===== src/rtl/iis_pkg.sv =====
// -----------------------------------------------------------------------------
// iis_pkg: shared word width, channel tags and receiver FSM encoding. Rev 1.0
// -----------------------------------------------------------------------------
`default_nettype none
package iis_pkg;

  localparam int IIS_DATA_W = 16;

  localparam logic CH_LEFT  = 1'b0;
  localparam logic CH_RIGHT = 1'b1;

  typedef enum logic [0:0] {
    UNSYNC = 1'b0,
    RUN    = 1'b1
  } rx_state_e;

endpackage
`default_nettype wire


===== src/rtl/iis_rx_fifo.sv =====
// -----------------------------------------------------------------------------
// iis_rx_fifo: show-ahead receive FIFO with occupancy count and sticky overflow. Rev 1.0
// -----------------------------------------------------------------------------
`default_nettype none
module iis_rx_fifo #(
  parameter int WIDTH = 17,
  parameter int DEPTH = 8,
  parameter int AW    = 3
) (
  input  logic             clk,
  input  logic             rst_n,
  input  logic             wr_en,
  input  logic [WIDTH-1:0] wr_data,
  input  logic             rd_en,
  input  logic             ovf_clr,
  output logic [WIDTH-1:0] rd_data,
  output logic             empty,
  output logic [AW:0]      usedw,
  output logic             overflow
);

  logic [WIDTH-1:0] mem [DEPTH];
  logic [AW-1:0]    wptr;
  logic [AW-1:0]    rptr;
  logic             full;
  logic             do_pop;
  logic             do_push;
  logic             drop;

  assign empty   = (usedw == '0);
  assign full    = (usedw == (AW+1)'(DEPTH));
  assign do_pop  = rd_en & ~empty;
  // A pop in the same cycle frees the slot, so a push into a full FIFO still lands.
  assign do_push = wr_en & (~full | do_pop);
  assign drop    = wr_en & full & ~do_pop;
  assign rd_data = empty ? '0 : mem[rptr];

  always_ff @(posedge clk) begin
    if (do_push) begin
      mem[wptr] <= wr_data;
    end
  end

  always_ff @(posedge clk or negedge rst_n) begin
    if (!rst_n) begin
      wptr     <= '0;
      rptr     <= '0;
      usedw    <= '0;
      overflow <= 1'b0;
    end else begin
      if (do_push) wptr <= wptr + AW'(1);
      if (do_pop)  rptr <= rptr + AW'(1);
      case ({do_push, do_pop})
        2'b10:   usedw <= usedw + (AW+1)'(1);
        2'b01:   usedw <= usedw - (AW+1)'(1);
        default: usedw <= usedw;
      endcase
      if (drop) begin
        overflow <= 1'b1;
      end else if (ovf_clr) begin
        overflow <= 1'b0;
      end
    end
  end

endmodule
`default_nettype wire


===== src/rtl/iis_receiver.sv =====
// -----------------------------------------------------------------------------
// iis_receiver: Philips I2S receiver, oversampled in pclk, words queued in a FIFO. Rev 1.0
// -----------------------------------------------------------------------------
`default_nettype none
module iis_receiver
  import iis_pkg::*;
#(
  parameter int DATA_W     = IIS_DATA_W,
  parameter int FIFO_DEPTH = 8,
  parameter int AW         = 3
) (
  input  logic              pclk,
  input  logic              presetn,
  input  logic              bclk,
  input  logic              lrck,
  input  logic              data,
  input  logic              rdreq,
  input  logic              ovf_clr,
  output logic [DATA_W-1:0] dataout,
  output logic              chan,
  output logic              rd_empty,
  output logic [AW:0]       rd_usedw,
  output logic              overflow,
  output logic              frame_err
);

  localparam int CW = $clog2(DATA_W + 1);

  logic bclk_s1, bclk_s2, bclk_s3;
  logic lrck_s1, lrck_s2;
  logic data_s1, data_s2;

  always_ff @(posedge pclk or negedge presetn) begin
    if (!presetn) begin
      bclk_s1 <= 1'b0;
      bclk_s2 <= 1'b0;
      bclk_s3 <= 1'b0;
      lrck_s1 <= 1'b0;
      lrck_s2 <= 1'b0;
      data_s1 <= 1'b0;
      data_s2 <= 1'b0;
    end else begin
      bclk_s1 <= bclk;
      bclk_s2 <= bclk_s1;
      bclk_s3 <= bclk_s2;
      lrck_s1 <= lrck;
      lrck_s2 <= lrck_s1;
      data_s1 <= data;
      data_s2 <= data_s1;
    end
  end

  logic              bit_en;
  logic              word_end;
  logic              cnt_full;
  logic              ws_prev;
  logic [DATA_W-1:0] sr;
  logic [DATA_W-1:0] sr_upd;
  logic [CW-1:0]     bitcnt;
  logic [CW-1:0]     cnt_upd;

  assign bit_en   = bclk_s2 & ~bclk_s3;
  assign word_end = bit_en & (lrck_s2 != ws_prev);
  // Bits past DATA_W are ignored so long words keep their MSBs.
  assign cnt_full = (bitcnt == CW'(DATA_W));
  assign sr_upd   = cnt_full ? sr : {sr[DATA_W-2:0], data_s2};
  assign cnt_upd  = cnt_full ? bitcnt : bitcnt + CW'(1);

  rx_state_e state;
  rx_state_e state_nxt;
  logic      push_c;
  logic      ferr_c;

  always_ff @(posedge pclk or negedge presetn) begin
    if (!presetn) begin
      state <= UNSYNC;
    end else begin
      state <= state_nxt;
    end
  end

  always_comb begin
    state_nxt = state;
    if (state == UNSYNC && word_end) begin
      state_nxt = RUN;
    end
  end

  always_comb begin
    push_c = 1'b0;
    ferr_c = 1'b0;
    if (state == RUN && word_end) begin
      if (cnt_upd == CW'(DATA_W)) begin
        push_c = 1'b1;
      end else begin
        ferr_c = 1'b1;
      end
    end
  end

  logic              push_r;
  logic [DATA_W:0]   push_word;
  logic [DATA_W:0]   head;

  always_ff @(posedge pclk or negedge presetn) begin
    if (!presetn) begin
      ws_prev   <= CH_LEFT;
      sr        <= '0;
      bitcnt    <= '0;
      push_r    <= 1'b0;
      push_word <= '0;
      frame_err <= 1'b0;
    end else begin
      push_r    <= push_c;
      frame_err <= ferr_c;
      if (push_c) begin
        // The word-ending bit is sampled with the new WS, so the tag is the old one.
        push_word <= {ws_prev, sr_upd};
      end
      if (bit_en) begin
        ws_prev <= lrck_s2;
        sr      <= sr_upd;
        bitcnt  <= word_end ? '0 : cnt_upd;
      end
    end
  end

  iis_rx_fifo #(
    .WIDTH (DATA_W + 1),
    .DEPTH (FIFO_DEPTH),
    .AW    (AW)
  ) u_fifo (
    .clk      (pclk),
    .rst_n    (presetn),
    .wr_en    (push_r),
    .wr_data  (push_word),
    .rd_en    (rdreq),
    .ovf_clr  (ovf_clr),
    .rd_data  (head),
    .empty    (rd_empty),
    .usedw    (rd_usedw),
    .overflow (overflow)
  );

  assign dataout = head[DATA_W-1:0];
  assign chan    = head[DATA_W];

endmodule
`default_nettype wire


===== config.mk =====
export PLATFORM = sky130hd
export DESIGN_NAME = iis_receiver
export DESIGN_NICKNAME = d
export VERILOG_FILES = /design/src/rtl/iis_pkg.sv /design/src/rtl/iis_rx_fifo.sv /design/src/rtl/iis_receiver.sv
export SDC_FILE = /design/constraint.sdc
export NUM_CORES = 1
export LEC_CHECK = 0
export ABC_CLOCK_PERIOD_IN_PS = 7300
export CORE_MARGIN = 3
export CORE_UTILIZATION = 45
export CTS_CLUSTER_DIAMETER = 200
export DETAILED_ROUTE_END_ITERATION = 10
export GPL_TIMING_DRIVEN = 0
export SYNTH_ARGS = -nofsm -noshare
export SYNTH_HDL_FRONTEND = slang
export SYNTH_SLANG_ARGS = --single-unit

===== constraint.sdc =====
create_clock -name pclk -period 7.3 [get_ports pclk]
set_clock_uncertainty 0.15 [all_clocks]
set_input_delay 1.46 -clock pclk [delete_from_list [all_inputs] [get_ports pclk]]
set_output_delay 1.46 -clock pclk [all_outputs]
set_load 0.005 [all_outputs]

==> impl_metrics.py, run 1 <==
metrics = {
    "critical_path": {
        "crit_top_cell": "clkbuf_1",
        "endpoint_kind": "output port",
        "cp_slowest_stage_delay_ns": 1.11,
        "crit_required_ns": 5.69,
        "critical_path_class": "reg -> out",
        "cp-start-kind": "flip-flop",
        "timing.rr.end": "u_fifo.usedw[2]$_DFFE_PN0P_",
        "critPathArrivalTime_ns": 3.30,
        "slowest_stage": "nor4_2",
        "crit_chain": "clkbuf_1 > nor4_2 > clkbuf_1 > nor2_1 > clkdlybuf4s50_1",
        "reg2regPathDepth": 10,
        "reg2reg_setup_slack_ns": 3.69,
        "r2r_start": "u_fifo.usedw[1]$_DFFE_PN0P_",
        "path_max_fanout": 10,
    },
    "power": {
        "total_power_w": 0.002818,
        "powerDensity_nw_per_um2": 304.3,
        "seqPwrFrac_pct": 46.1,
        "combPwrFrac_pct": 22.3,
        "clkPwrFrac_pct": 31.6,
        "p_sw_w": 0.0007587,
        "internal_power_w": 0.002059,
        "vdd_ir_drop_max_mv": 0.1561,
        "swShare_pct": 26.92,
        "p_leak_nw": 3.159,
    },
    "timing": {
        "hold_viol": 0,
        "fin_setup_tns_ns": 0,
        "fmax_mhz": 203.6,
        "rsz0062_at_grt": "false",
        "tightest_slew_ns": 1.259,
        "finalCritPeriodShare_pct": 67.29,
        "slew_headroom_pct": 15.38,
        "slew_violations": 0,
        "finalSetupViolations": 0,
        "period_minus_slack_ns": 4.913,
    },
    "logic_synthesis": {
        "yosys.cell_types.count": 44,
        "synth_area_per_cell_um2": 18.29,
        "synth_common_cells": "136 x edfxtp_1, 60 x dfrtp_1, 34 x mux2_2, 34 x mux4_2, 27 x nor2_1",
        "synthTopCellsByArea": "edfxtp_1 51%, dfrtp_1 19%, mux4_2 9.6%",
        "synthArstFlopShare_pct": 30.61,
        "ys_ff_latch": 196,
        "ys.flop_type": "edfxtp_1",
        "yosysMostFrequentCell": "edfxtp_1",
        "synth_area_um2": 7939,
        "yosys_warnings": 0,
        "yosysTopAreaCell": "edfxtp_1",
        "synth_top_area_share_pct": 51.44,
        "syn_nets": 448,
        "synth_edf_count": 136,
        "synthCells": 434,
        "seq_area_frac_synth_pct": 70.35,
    },
    "cts": {
        "clock_latency_ns": 0.42,
        "clock_path_buffers": 2,
        "cts-resized-gates": 0,
        "cts_tree": "yes",
        "clkSinkCount": 196,
        "htree_levels": 4,
        "ctsRootBufferMaster": "clkbuf_16",
        "cts_made_buffers": 17,
        "clk_pin_slew_ns": 0.07,
        "cts_setup_buffers": 0,
        "cts_hold_buf": 0,
    },
    "detailed_routing": {
        "wl_per_cell_um": 20.17,
        "ant_nets": 0,
        "vias": 3980,
        "drt_iter0_drc": 268,
        "routed_via_density": 5.475,
        "firstDrtPassIters": 4,
        "wirelength_mm": 14.66,
        "drc_errors": 0,
    },
    "min_path": {
        "worstHoldPathType": "reg -> reg",
        "worstHoldStart": "lrck_s1$_DFF_PN0_",
        "worstHoldPathCells": 0,
        "worstHoldEndpoint": "lrck_s2$_DFF_PN0_",
    },
    "global_route": {
        "met2_usage_pct": 27.00,
        "grt_use_total_pct": 16.38,
        "global_route.overflow_total": 0,
        "grt_pass1_vias": 4258,
        "grt_max_degree": 39,
        "grt_antenna_before_repair": 0,
        "grt_util_met1_pct": 21.86,
        "busiest_layer": "met2",
        "grt_pass1_wl_mm": 24.07,
        "grt_use_met3_pct": 3.310,
    },
    "final_layout": {
        "nNetsFinal": 508,
        "diodes": 0,
        "area_delta_synth_final_pct": 16.66,
        "drive_gt1_share_pct": 26.82,
    },
    "status": {
        "status": "completed",
    },
    "floorplan": {
        "core-area_um2": 16940,
        "die_w_um": 138.8,
        "rows": 47,
        "die_h_um": 138.8,
        "die_area_um2": 19270,
        "num_io_pins": 31,
        "start_util_pct": 46.88,
    },
    "place": {
        "dp_hpwl_mm": 9.934,
        "place.gp.congestion": 0.7431,
        "port_buffers": 30,
    },
    "run": {
        "cap_viol_max_count": 0,
    },
}
==> power by group through the flow <==
stage	Clock [W]	Combinational [W]	Sequential, W
3_3_place_gp	0	0.000628	0.00132
4_1_cts	0.000907	0.000645	0.00130
6_report	0.000890	0.000628	0.00130
5_1_grt	0.000954	0.000689	0.00131
2_1_floorplan	0	0.000423	0.00131
3_5_place_dp	0	0.000640	0.00132
==> cell usage in the layout (no fill, tap or decap), types with 12 or more instances in the layout <==
master           count
clkbuf_16           17
dfrtp_1             60
edfxtp_1           136
mux4_2              34
clkbuf_1            12
mux2_2              34
clkdlybuf4s50_1     29
mux2i_1             25
nor2_1              24
==> critical path, delay by kind of cell, from the launching register on <==
kind	cells	cell delay [ns]
buffers and inverters	3	1.24
and+or+nand+nor	2	1.27
DFF	1	0.38
==> sequential cells by signal, indices dropped and copies added (netlist names), 3 cells and up <==
register	cells
bitcnt	5
u_fifo.usedw	4
u_fifo.rptr	3
sr	16
u_fifo.mem	136
push_word	17
u_fifo.wptr	3
==> how the worst max path moves through the flow <==
stage | slack [ns] | to | start
CTS | 2.30 | dataout[3] | u_fifo.usedw[1]$_DFFE_PN0P_
finish | 2.39 | dataout[3] | u_fifo.usedw[1]$_DFFE_PN0P_
global route | 2.11 | dataout[3] | u_fifo.usedw[1]$_DFFE_PN0P_
global placement | 1.14 | u_fifo.mem[0][9]$_DFFE_PP_ | rdreq
detailed placement | 2.76 | dataout[3] | u_fifo.usedw[1]$_DFFE_PN0P_
floorplan | 3.32 | u_fifo.mem[0][0]$_DFFE_PP_ | rdreq
==> cell families (layout without fill, tap and decap cells) <==
kind of cell / count (synthesis) / count (layout) / share of synthesized area [%]
muxes: 99 / 99 / 18.75
DFF: 196 / 196 / 70.35
buffers and inverters: 29 / 102 / 1.608
AOI/OAI and AO/OA: 21 / 21 / 1.860
adders and majority gates: 7 / 7 / 1.103
xor gates and xnor gates: 12 / 12 / 1.655
and+or+nand+nor: 70 / 70 / 4.665
==> per-layer routing <==
layer,up-vias,share of wire [%]
met1,2097,45
met2,71,50
met5,-,0
met4,0,1.6
li1,1795,-
met3,17,3.3
==> stage by stage <==
step / worst slack [ns] / cells / hold WS [ns] / cell area (µm²) / util, %
after floorplan: 3.322 / 434 / 0.1812 / 7939 / -
after global placement: 1.141 / 684 / 0.1830 / 8514 / 50.27
after detailed placement: 2.759 / 695 / 0.1847 / 8695 / 51.34
after CTS: 2.295 / 727 / 0.1996 / 9261 / 54.68
after global routing: 2.108 / 727 / 0.2100 / 9261 / 54.68
final: 2.387 / 727 / 0.1981 / 9261 / 54.68
==> layout make-up <==
type	instances	area (µm²)
buffer	19	90.09
clock buffer	18	429.2
clock inverter	14	137.6
fill	1350	7675
inverter	10	37.54
multi-input combinational	209	2260
sequential	196	5585
tap	220	275.3
timing repair buffer	41	446.7
No activity file was read; power rests on OpenSTA's default activity.
==> inputs of run 2 (changes only) <==
--- a/config.mk
+++ b/config.mk
@@ -5,7 +5,7 @@
 export SDC_FILE = /design/constraint.sdc
 export NUM_CORES = 1
 export LEC_CHECK = 0
-export ABC_CLOCK_PERIOD_IN_PS = 7300
+export ABC_CLOCK_PERIOD_IN_PS = 4700
 export CORE_MARGIN = 3
 export CORE_UTILIZATION = 45
 export CTS_CLUSTER_DIAMETER = 200
==> constraint.sdc (replaced) <==
create_clock -name pclk -period 4.7 [get_ports pclk]
set_clock_uncertainty 0.15 [all_clocks]
set_input_delay 0.94 -clock pclk [delete_from_list [all_inputs] [get_ports pclk]]
set_output_delay 0.94 -clock pclk [all_outputs]
set_load 0.005 [all_outputs]
==> results of run 2 <==
The final DEF is identical to that of run 1. Status: completed.
Main changes from that run: setup slack after placement 2.759 ns -> 0.6795 ns; setup slack after layout 2.387 ns -> 0.3075 ns; register-to-register setup slack 3.69 ns -> 1.09 ns; total power 0.002818 W -> 0.004377 W; worst IR drop on VDD 0.1561 mV -> 0.2425 mV
==> inputs of run 3 (changes only) <==
--- a/config.mk
+++ b/config.mk
@@ -10,6 +10,7 @@
 export CORE_UTILIZATION = 45
 export CTS_CLUSTER_DIAMETER = 200
 export DETAILED_ROUTE_END_ITERATION = 10
+export GPL_ROUTABILITY_DRIVEN = 1
 export GPL_TIMING_DRIVEN = 0
 export SYNTH_ARGS = -nofsm -noshare
 export SYNTH_HDL_FRONTEND = slang
==> constraint.sdc (replaced) <==
create_clock -name pclk -period 4.7 [get_ports pclk]
set_clock_uncertainty 0.15 [all_clocks]
set_input_delay 0.94 -clock pclk [delete_from_list [all_inputs] [get_ports pclk]]
set_output_delay 0.94 -clock pclk [all_outputs]
set_load 0.02 [all_outputs]
==> impl_metrics.py, run 3 (synthesized netlist as in run 1, its figures left out) <==
metrics = {
    "floorplan": {
        "core-area_um2": 16940,
        "num_io_pins": 31,
        "die_h_um": 138.8,
        "start_util_pct": 46.88,
        "die_area_um2": 19270,
        "rows": 47,
        "die_w_um": 138.8,
    },
    "critical_path": {
        "r2r_start": "u_fifo.usedw[1]$_DFFE_PN0P_",
        "crit_chain": "clkbuf_1 > buf_2 > mux4_2 > mux2i_1 > nor2_1 > clkdlybuf4s50_1",
        "reg2reg_setup_slack_ns": 1.48,
        "path_max_fanout": 10,
        "cp_top_family": "buffers and inverters",
        "reg2regPathDepth": 9,
        "critPathArrivalTime_ns": 3.20,
        "cp_slowest_stage_delay_ns": 0.57,
        "timing.rr.end": "u_fifo.usedw[2]$_DFFE_PN0P_",
        "critical_path_class": "reg -> out",
        "endpoint_kind": "output port",
        "crit_buf_inv": 3,
        "cp-start-kind": "flip-flop",
        "crit_required_ns": 3.61,
        "slowest_stage": "mux4_2",
    },
    "min_path": {
        "worstHoldStart": "lrck_s1$_DFF_PN0_",
        "worstHoldPathType": "reg -> reg",
        "worstHoldPathCells": 0,
        "worstHoldEndpoint": "lrck_s2$_DFF_PN0_",
    },
    "timing": {
        "fmax_mhz": 232.9,
        "rsz0062_at_grt": "false",
        "tightest_slew_ns": 1.178,
        "period_minus_slack_ns": 4.294,
        "slew_violations": 0,
        "fin_setup_tns_ns": 0,
        "hold_viol": 0,
        "finalCritPeriodShare_pct": 91.37,
        "finalSetupViolations": 0,
        "slew_headroom_pct": 20.62,
    },
    "global_route": {
        "grt_pass1_wl_mm": 24.07,
        "grt_max_degree": 39,
        "global_route.overflow_total": 0,
        "grt_use_total_pct": 16.38,
        "grt_pass1_vias": 4258,
        "grt_antenna_before_repair": 0,
    },
    "detailed_routing": {
        "drt_iter0_drc": 260,
        "wl_per_cell_um": 20.16,
        "firstDrtPassIters": 4,
        "ant_nets": 0,
        "drc_errors": 0,
        "routed_via_density": 5.457,
        "vias": 3967,
        "wirelength_mm": 14.66,
    },
    "final_layout": {
        "diodes": 0,
        "drive_gt1_share_pct": 26.82,
        "reg.largest.list": "u_fifo.mem x136, push_word x17, sr x16",
        "final_cell_mix": "136 x edfxtp_1, 60 x dfrtp_1, 34 x mux4_2, 34 x mux2_2, 29 x clkdlybuf4s50_1",
        "layout_commonest_cell": "edfxtp_1",
        "ff_latch_area_um2": 5585,
        "regMostFlops": "u_fifo.mem",
        "utilization_pct": 54.74,
        "n_fill_cell": 1349,
        "multi_input_area_um2": 2268,
        "nNetsFinal": 508,
        "area_delta_synth_final_pct": 16.77,
        "largest_reg_flops": 136,
    },
    "cts": {
        "cts_tree": "yes",
        "htree_levels": 4,
        "clkSinkCount": 196,
        "cts_made_buffers": 17,
        "clock_latency_ns": 0.42,
        "cts_hold_buf": 0,
        "ctsRootBufferMaster": "clkbuf_16",
        "clk_pin_slew_ns": 0.06,
        "clock_path_buffers": 2,
    },
    "place": {
        "place.gp.congestion": 0.7431,
        "dp_hpwl_mm": 9.934,
        "port_buffers": 30,
    },
    "power": {
        "total_power_w": 0.004468,
        "vdd_ir_drop_max_mv": 0.2418,
        "p_leak_nw": 3.160,
        "powerDensity_nw_per_um2": 482.0,
    },
    "run": {
        "cap_viol_max_count": 0,
    },
    "status": {
        "status": "completed",
    },
}
==> run 3: cell counts in the layout (fill, tap and decap cells not counted) <==
No cell type changed its count.
==> run 3: where the power goes <==
part / leakage [nW] / internal (W) / switching (W) / total (W)
Clock: 0.273 / 0.000779 / 0.000605 / 0.00138
Combinational: 0.993 / 0.000493 / 0.000571 / 0.00106
Sequential: 1.89 / 0.00193 / 0.0000901 / 0.00202
==> run 3: routing by layer <==
metal  track usage (%)  wire, µm  vias up
met4             5.819       237        0
met5                 0         0        -
met2             27.00      7405       66
met1             21.86      6473     2094
met3             3.310       541       14
li1                  -         -     1793
==> run 3: per-stage QoR <==
stage | setup WS, ns | instances | hold WS (ns) | cell area (µm²)
2_1_floorplan | 1.238 | 434 | 0.1812 | 7939
3_3_place_gp | -0.9388 | 684 | 0.1830 | 8514
3_5_place_dp | 0.5876 | 695 | 0.1847 | 8695
4_1_cts | 0.1240 | 727 | 0.1996 | 9261
5_1_grt | 0.1457 | 727 | 0.2100 | 9270
6_report | 0.4058 | 727 | 0.1981 | 9270
==> run 3: how the worst max path moves through the flow <==
stage / start / end / slack [ns] / cells after the start
final: u_fifo.rptr[0]$_DFFE_PN0P_ / dataout[1] / 0.41 / 6
after global routing: u_fifo.rptr[0]$_DFFE_PN0P_ / dataout[1] / 0.15 / 6
after CTS: u_fifo.usedw[1]$_DFFE_PN0P_ / dataout[3] / 0.12 / 5
after detailed placement: u_fifo.usedw[1]$_DFFE_PN0P_ / dataout[3] / 0.59 / 5
after global placement: rdreq / u_fifo.mem[0][9]$_DFFE_PP_ / -0.94 / 4
after floorplan: rdreq / u_fifo.mem[0][0]$_DFFE_PP_ / 1.24 / 3
==> run 3: area by class of cell <==
class,count,share of cell area [%]
sequential,196,60.25
multi-input combinational,209,24.47
timing repair buffer,41,4.818
clock buffer,18,4.630
tap,220,2.969
clock inverter,14,1.485
buffer,19,0.9718
inverter,10,0.4049
==> run 3: what timing repair did <==
action / CTS / global route
endpoints found under the setup margin: 0 / 6
buffers inserted: 0 / 0
resized for setup: 0 / 1
hold endpoints to repair: 0 / 0
